**src/rtl/aes_kat_sequencer.sv**
```systemverilog
// aes_kat_sequencer: walks an external ROM of AES known-answer vectors,
// drives a cipher core and an inverse-cipher core for each vector, checks the
// ciphertext and the round-trip plaintext, and tallies passing/failing vectors.
`timescale 1ns/1ps
module aes_kat_sequencer #(
    parameter int NK      = 4,
    parameter int NV      = 4,
    parameter int TIMEOUT = 64,
    parameter int LOOP    = 0
) (
    input  logic              clk,
    input  logic              reset,
    input  logic              start,
    output logic [3:0]        vec_idx,
    input  logic [127:0]      vec_plain,
    input  logic [32*NK-1:0]  vec_key,
    input  logic [127:0]      vec_cipher,
    output logic [32*NK-1:0]  key_out,
    output logic              enc_start,
    output logic [127:0]      enc_in,
    input  logic              enc_done,
    input  logic [127:0]      enc_out,
    output logic              dec_start,
    output logic [127:0]      dec_in,
    input  logic              dec_done,
    input  logic [127:0]      dec_out,
    output logic              busy,
    output logic              run_done,
    output logic              vec_pass,
    output logic [4:0]        pass_cnt,
    output logic [4:0]        fail_cnt,
    output logic [4:0]        first_fail,
    output logic [7:0]        disp_byte
);

    typedef enum logic [2:0] {
        IDLE,
        LOAD,
        ENC_REQ,
        ENC_WAIT,
        DEC_REQ,
        DEC_WAIT,
        NEXT,
        DONE
    } stateT;

    localparam logic [3:0] LAST_IDX = 4'(NV - 1);
    localparam logic [7:0] TO_LAST  = 8'(TIMEOUT - 1);
    localparam logic [4:0] CNT_MAX  = 5'd31;

    stateT state, nextState;

    logic [127:0]     expReg, expNext;
    logic [7:0]       toCnt, toCntNext;
    logic             encOk, encOkNext;
    logic             decOk, decOkNext;
    logic             timedOut, timedOutNext;
    logic [7:0]       lastDec, lastDecNext;

    logic [3:0]       vecIdxNext;
    logic [32*NK-1:0] keyNext;
    logic [127:0]     encInNext;
    logic [127:0]     decInNext;
    logic [4:0]       passNext;
    logic [4:0]       failNext;
    logic [4:0]       firstNext;
    logic             encStartNext;
    logic             decStartNext;
    logic             busyNext;
    logic             runDoneNext;
    logic             vecPassNext;
    logic [7:0]       dispNext;

    logic             timeoutHit;
    logic             vecGood;

    // The last permitted wait cycle; a done arriving in this cycle still wins.
    assign timeoutHit = (toCnt == TO_LAST);
    assign vecGood    = encOk & decOk & ~timedOut;

    // State register; reset returns to IDLE without waiting for the cores.
    always_ff @(posedge clk) begin
        if (reset) begin
            state <= IDLE;
        end else begin
            state <= nextState;
        end
    end

    // Next-state decode; done pulses only matter in the matching WAIT state.
    always_comb begin
        nextState = state;
        case (state)
            IDLE:     if (start) nextState = LOAD;
            LOAD:     nextState = ENC_REQ;
            ENC_REQ:  nextState = ENC_WAIT;
            ENC_WAIT: begin
                if (enc_done) begin
                    nextState = DEC_REQ;
                end else if (timeoutHit) begin
                    nextState = NEXT;
                end
            end
            DEC_REQ:  nextState = DEC_WAIT;
            DEC_WAIT: if (dec_done || timeoutHit) nextState = NEXT;
            NEXT:     nextState = (vec_idx == LAST_IDX) ? DONE : LOAD;
            DONE:     if ((LOOP != 0) || start) nextState = LOAD;
            default:  nextState = IDLE;
        endcase
    end

    // Next values for the datapath and every output register; strobes and
    // status flags are derived from nextState so they line up with the state.
    always_comb begin
        vecIdxNext   = vec_idx;
        keyNext      = key_out;
        encInNext    = enc_in;
        decInNext    = dec_in;
        expNext      = expReg;
        encOkNext    = encOk;
        decOkNext    = decOk;
        timedOutNext = timedOut;
        toCntNext    = toCnt;
        lastDecNext  = lastDec;
        passNext     = pass_cnt;
        failNext     = fail_cnt;
        firstNext    = first_fail;
        vecPassNext  = 1'b0;

        case (state)
            IDLE: begin
                if (start) begin
                    vecIdxNext = 4'd0;
                    passNext   = 5'd0;
                    failNext   = 5'd0;
                    firstNext  = 5'd0;
                end
            end
            LOAD: begin
                keyNext      = vec_key;
                encInNext    = vec_plain;
                expNext      = vec_cipher;
                encOkNext    = 1'b0;
                decOkNext    = 1'b0;
                timedOutNext = 1'b0;
            end
            ENC_REQ, DEC_REQ: begin
                toCntNext = 8'd0;
            end
            ENC_WAIT: begin
                if (enc_done) begin
                    decInNext = enc_out;
                    encOkNext = (enc_out == expReg);
                end else if (timeoutHit) begin
                    timedOutNext = 1'b1;
                end else begin
                    toCntNext = toCnt + 8'd1;
                end
            end
            DEC_WAIT: begin
                if (dec_done) begin
                    decOkNext   = (dec_out == enc_in);
                    lastDecNext = dec_out[7:0];
                end else if (timeoutHit) begin
                    timedOutNext = 1'b1;
                end else begin
                    toCntNext = toCnt + 8'd1;
                end
            end
            NEXT: begin
                if (vecGood) begin
                    if (pass_cnt != CNT_MAX) passNext = pass_cnt + 5'd1;
                    vecPassNext = 1'b1;
                end else begin
                    if (fail_cnt != CNT_MAX) failNext = fail_cnt + 5'd1;
                    if (!first_fail[4]) firstNext = {1'b1, vec_idx};
                end
                if (vec_idx != LAST_IDX) vecIdxNext = vec_idx + 4'd1;
            end
            DONE: begin
                if (nextState == LOAD) begin
                    vecIdxNext = 4'd0;
                    passNext   = 5'd0;
                    failNext   = 5'd0;
                    firstNext  = 5'd0;
                end
            end
            default: ;
        endcase

        encStartNext = (nextState == ENC_REQ);
        decStartNext = (nextState == DEC_REQ);
        busyNext     = !((nextState == IDLE) || (nextState == DONE));
        runDoneNext  = (nextState == DONE);

        case (nextState)
            LOAD, ENC_REQ, ENC_WAIT: dispNext = encInNext[7:0];
            DEC_REQ, DEC_WAIT:       dispNext = decInNext[7:0];
            NEXT, DONE:              dispNext = lastDecNext;
            default:                 dispNext = 8'd0;
        endcase
    end

    // Datapath and output registers; everything visible outside is a flop.
    always_ff @(posedge clk) begin
        if (reset) begin
            vec_idx    <= 4'd0;
            key_out    <= '0;
            enc_in     <= 128'd0;
            dec_in     <= 128'd0;
            expReg     <= 128'd0;
            encOk      <= 1'b0;
            decOk      <= 1'b0;
            timedOut   <= 1'b0;
            toCnt      <= 8'd0;
            lastDec    <= 8'd0;
            pass_cnt   <= 5'd0;
            fail_cnt   <= 5'd0;
            first_fail <= 5'd0;
            enc_start  <= 1'b0;
            dec_start  <= 1'b0;
            busy       <= 1'b0;
            run_done   <= 1'b0;
            vec_pass   <= 1'b0;
            disp_byte  <= 8'd0;
        end else begin
            vec_idx    <= vecIdxNext;
            key_out    <= keyNext;
            enc_in     <= encInNext;
            dec_in     <= decInNext;
            expReg     <= expNext;
            encOk      <= encOkNext;
            decOk      <= decOkNext;
            timedOut   <= timedOutNext;
            toCnt      <= toCntNext;
            lastDec    <= lastDecNext;
            pass_cnt   <= passNext;
            fail_cnt   <= failNext;
            first_fail <= firstNext;
            enc_start  <= encStartNext;
            dec_start  <= decStartNext;
            busy       <= busyNext;
            run_done   <= runDoneNext;
            vec_pass   <= vecPassNext;
            disp_byte  <= dispNext;
        end
    end

endmodule

```
**config.mk**
```make
export PLATFORM = sky130hd
export DESIGN_NAME = aes_kat_sequencer
export DESIGN_NICKNAME = d
export VERILOG_FILES = /design/src/rtl/aes_kat_sequencer.sv
export SDC_FILE = /design/constraint.sdc
export NUM_CORES = 1
export LEC_CHECK = 0
export ABC_AREA = 1
export ABC_CLOCK_PERIOD_IN_PS = 2000
export BUFFER_PORTS_ARGS = -buffer_cell sky130_fd_sc_hd__buf_2
export CAP_MARGIN = 20
export CORE_AREA = 2 2 416 418
export DETAILED_ROUTE_END_ITERATION = 6
export DIE_AREA = 0 0 418 420
export PLACE_DENSITY = 0.39
export SYNTH_ARGS = -nofsm -noshare
export SYNTH_HDL_FRONTEND = slang
export SYNTH_SLANG_ARGS = --single-unit
```
**constraint.sdc**
```tcl
create_clock -name clk -period 2 [get_ports clk]
set_clock_uncertainty 0.2 [all_clocks]
set_input_delay 0.2 -clock clk [delete_from_list [all_inputs] [get_ports clk]]
set_output_delay 0.2 -clock clk [all_outputs]
set_load 0.02 [all_outputs]
```
## Word-level counts from Yosys, hierarchy flattened

Cells that the tools add are included.

| storage, ports and cells | value |
|---|---|
| bits in registers | 566 |
| output and inout bits | 416 |
| bits in read-only memories | 0 |
| RAM bits | 0 |
| input bits | 645 |
| word-level logic and storage cells | 130 |
| memories | 0 |
| latch bits | 0 |

| cells by class | value |
|---|---|
| muxes and demuxes | 40 |
| bitwise operators | 4 |
| $add $sub $neg | 4 |
| order comparisons | 0 |
| reductions and logical operators | 26 |
| multiply operators | 0 |
| divide/modulo/power cells | 0 |
| shifts and indexed selects | 0 |
| equality and inequality tests | 33 |

Operators with widths:

| cell | count |
|---|---|
| == test 128 bit | 2 |
| 2-to-1 mux 8 bit | 8 |
| one-hot mux 8 bit (3 select lines) | 2 |
| one-hot mux 5 bit (3 select lines) | 3 |
| 2-to-1 mux 5 bit | 7 |
| == test 3 bit (second input constant) | 8 |
| inequality test 2 bit (second input constant) | 12 |
| one-hot mux 3 bit (7 select lines) | 1 |
| 2-to-1 mux 4 bit | 4 |
| 2-to-1 mux 3 bit | 5 |
| AND reduction 5 bit | 3 |
| == test 3 x 2 -> 1 bit (second input constant) | 4 |
| one-hot mux 4 bit (3 select lines) | 1 |
| adder 5 x 1 -> 5 bit (second input constant) | 2 |
| inequality test 5 bit (second input constant) | 2 |
| OR reduction 2 bit | 5 |
| nonzero test 3 bit | 3 |
| adder 8 x 1 -> 8 bit (second input constant) | 1 |
| == test 8 x 6 -> 1 bit (second input constant) | 1 |
| AND reduction 4 bit | 2 |
| == test 3 x 1 -> 1 bit (second input constant) | 2 |
| zero test 3 bit | 2 |
| 2-to-1 mux 1 bit | 6 |
| AND reduction 2 bit | 3 |
| 12 further kinds | 18 |

## Logic depth before layout (Yosys ltp)

| logic depth | value |
|---|---|
| word-level depth | 7 |
| mapped depth | 13 |
| depth with buffers taken out | 13 |

## Worst setup path after synthesis

Ideal clock, no wire load.

| timing | value |
|---|---|
| path kind | reg2reg |
| start | register pass_cnt[0] |
| end | register pass_cnt[0] |
| data required time | 1.735 ns |
| clock period less this slack | 1.804 ns |
| path slack | 0.196 ns |
| setup time | 0.065 ns |
| cell stages (with the launch flop) | 12 |
| buffers on the path | 0 |
| data arrival time | 1.539 ns |
| cell sequence | dfxtp_1 -> ha_1 -> nand2_1 -> nor2_1 -> ha_1 -> nand2_1 -> nand3_1 -> nor2_4 -> inv_2 -> nor3_1 -> a21oi_1 -> nor2_1 |

| on the way | value |
|---|---|
| longest elaborated chain between the ends | 4 |
| elaborated cells on any way between the ends | 7 |
| classes of those cells | 1 x add/sub; 2 x eq/ne; 3 x mux; 1 x reduce/logical |

Ends and longest elaborated chain:

| what | line | RTL |
|---|---|---|
| start, declared | 30 | `output logic [4:0] pass_cnt,` |
| start signal, assigned | 237 | `pass_cnt <= passNext;` |
| adder 5 x 1 -> 5 bit | 172 | `if (pass_cnt != CNT_MAX) passNext = pass_cnt + 5'd1;` |
| 2-to-1 mux 5 bit | 172 |  |
| 2-to-1 mux 5 bit | 171 | `if (vecGood) begin` |
| one-hot mux 5 bit (3 select lines) | 130 | `case (state)` |

Several ways; a longest one is shown, not always the timed one. The select of a mux whose other input is x is not followed.
A chain may end at the register's enable or synchronous reset.

## Worst setup path after layout

| timing | value |
|---|---|
| start | register state[2] |
| end | register key_out[94] |

| on the way | value |
|---|---|
| longest elaborated chain between the ends | 1 |

Ends and longest elaborated chain:

| what | line | RTL |
|---|---|---|
| start, declared | 51 | `stateT state, nextState;` |
| start signal, assigned | 86 | `state <= nextState;` |
| == test 3 x 1 -> 1 bit | 130 |  |
| end signal, assigned | 228 | `key_out <= keyNext;` |
| end, declared | 18 | `output logic [32*NK-1:0] key_out,` |

No other way between the ends.

==> impl_results.md <==
- Worst Path Required: 2.37 ns
- Setup_tns: 0 ns
- I/O Buffers: 1060
- Num rows: 152
- Tmin final: 1.96 ns
- Avg WL per Cell: just over 20 um
- Worst-Skew Late Latency: 0.69 ns
- Pleak: 19.6 nW
- Nets: 5686
- EDFF count, synth: 0
- RSZ-0062 raised after global routing: yes
- Drt first pass iters: 5
- Smallest hold slack: 0.0484 ns
- Total core area: 171000 um^2
- Die height: roughly 420 um
- CP Max Fanout: 39
- Post-synth top area share: 48.3%
- Top FF cell, synth: dfxtp_1
- Worst setup SP type: flip-flop
- DIE WIDTH: 418 um
- Syn nets: 3845
- Synth-to-layout area growth: 81.0%
- H-tree Lvls: 3
- Cts bufs inserted: 75
- Buffer depth of the longest clock path: 3
- Synth area leaders: dfxtp_1, nor2_1, o21ai_0
- DR vias: 28420
- Final max-slew violation count: 0
- Syn Area/Cell: 7.35 um^2
- Slew margin rel.: between 40% and 50%
- Clock Sink Count: 566
- Initial antenna violation count: 35
- # IOs: between 1000 and 1500
- Share of post-route cells with drive strength above 1: 29.4%
- Mapped cell area: 23500 um^2
- Sequential area share after synthesis: approximately 48%
- Depth of the worst hold-timing path: 10
- Max Freq: between 0.5 and 0.6 GHz
- Number of DRC markers in iteration 0: around 1700
- Residual DRC: 0
- Total GRT Usage: 15.8%
- Yosys warns: 0
- Worst r2r path cells: 8
- Met1 Use GR: 20.5%
- Post-DRT Antenna Nets: 0
- Vias in the first global route: 28029
- VDD IR max: 0.564 mV
- Slew @ Worst Pin: 0.772 ns
- Full die area: 176000 um^2
- Met2 usage: 26.2%
- Final setup viols: 0
- Top Usage Layer GRT: met2
- Crit. End Element: flip-flop
- First-pass GRT wire length: 200000 um
- Post-Syn Instances: 3194
- Root Driver: clkbuf_16
- Cell area power density: 918 nW/um^2
- Met3 GRT Util: 3.36%
- CTS tree: done
- Flops & latches, synth: between 500 and 600
- Largest net degree at the start of global routing: 134
- Final WL: 148000 um
- Clk slew on worst S/H paths: 0.05 ns
- Detailed placement HPWL: 116000 um
- Max-cap violations: 0
- Final hold viol count: 0
- Gpl congestion: a little over 0.9
- Outcome: finished clean
- Initial Utilization: a little over an eighth
- Crit share post-route: 98.2%
- Critical path class: flip-flop to flip-flop
- Via density: 3.88
- Gr ovfl total: 0
- Distinct cells, synth: 41
- Data arrival, critical path: about 2.3 ns
- Async SR Flop Fraction: 0%
- Synth area leader: dfxtp_1
- Most frequent cells in the layout: buf_2, nor2_1, dlygate4sd3_1, dfxtp_1, nand2_1
- Commonest non-fill, non-tap cell in the layout: buf_2
- Worst min path class: primary input to flip-flop
[metal layers]
| layer | wire length, um | vias to the layer above | share of wire (%) |
|---|---|---|---|
| met2 | 70000 | 870 | 47 |
| met1 | 64800 | 13461 | 44 |
| li1 | - | 13873 | - |
| met4 | 4170 | 14 | 2.8 |
| met5 | 94 | - | 0.064 |
| met3 | 8490 | 202 | 5.8 |
[cell usage after synthesis (all sizes together) (6+ instances only)]
library cell / number
a21oi: 215
nor2: 796
o21ai: 439
buf: 46
inv: 184
mux2i: 6
nor3: 21
ha: 6
nand3: 35
dfxtp: 566
xor2: 26
xnor2: 168
clkbuf: 129
nand4: 22
nand2: 514
[power breakdown]
part / internal [mW] / switching (mW)
clock: 8.04 / 5.95
sequential: 12.8 / 1.14
combinational: 4.55 / 6.55
total: 25.4 / 13.6
[cell families after synthesis]
| family | count (synthesis) | share of synthesized area, % |
|---|---|---|
| XOR/XNOR | 194 | 7.24 |
| AND/OR/NAND/NOR | 1395 | 23.4 |
| AO/OA/AOI/OAI | 668 | 14.4 |
| flip-flops | 566 | 48.3 |
| buffers and inverters | 359 | 6.04 |
| multiplexers | 6 | 0.256 |
| adder cells (fa/ha/maj) | 6 | 0.320 |
[stage by stage]
step	utilization [%]	setup WS, ns	std cells	total power [mW]	cell area (um^2)
after detailed placement	19.3	-0.218	6530	23.8	33000
after global placement	19.3	-0.220	6530	23.7	33000
after floorplan	-	0.196	3194	18.7	23500
after CTS	24.6	-0.00799	7315	39.2	42000
after global routing	24.8	-0.0850	7327	40.9	42500
final	24.8	0.0351	7333	39.0	42500
[what timing repair did]
action	CTS	global route
pin swaps	0	20
resized for setup	15	106
gates cloned	0	5
buffers inserted	0	3
endpoints found under the setup margin	20	218
endpoints found under the hold margin	558	0
hold buffers	653	0
[final timing paths]
check                                             start  slack (ns)                        to
worst max-delay path                state[2]$_SDFF_PP0_        0.04  key_out[94]$_SDFFE_PP0P_
worst min-delay path                        dec_out[86]        0.05        decOk$_SDFFE_PP0P_
worst max register to register      state[2]$_SDFF_PP0_        0.04  key_out[94]$_SDFFE_PP0P_
worst min register to register  dec_in[32]$_SDFFE_PP0P_        0.26   dec_in[32]$_SDFFE_PP0P_
[worst max-delay path: stages (launching register included)]
cell	delay (ns)
dfxtp_2	0.34
buf_12	0.14
nor3_4	0.25
buf_12	0.20
inv_16	0.10
buf_12	0.19
buf_4	0.19
nor2_1	0.13
nor2_1	0.06
[final cells by class]
type                    instances  area, um^2
multi-input cells            2270       11000
repair buffers               1938       14100
well taps                    2233        2790
flip-flops and latches        566       11300
clock inverters                23         303
diodes                         10        25.0
inverters                     184         727
clock buffers                 109        2160
fillers                     18909      129000
[flip-flops by register name (all words and copies together), names as in the netlist, 3 cells and up]
name        flops
disp_byte       8
key_out       128
dec_in        128
lastDec         8
toCnt           8
state           3
fail_cnt        5
first_fail      5
enc_in        128
expReg        128
pass_cnt        5
vec_idx         4
No activity file was read; power rests on OpenSTA's default activity.
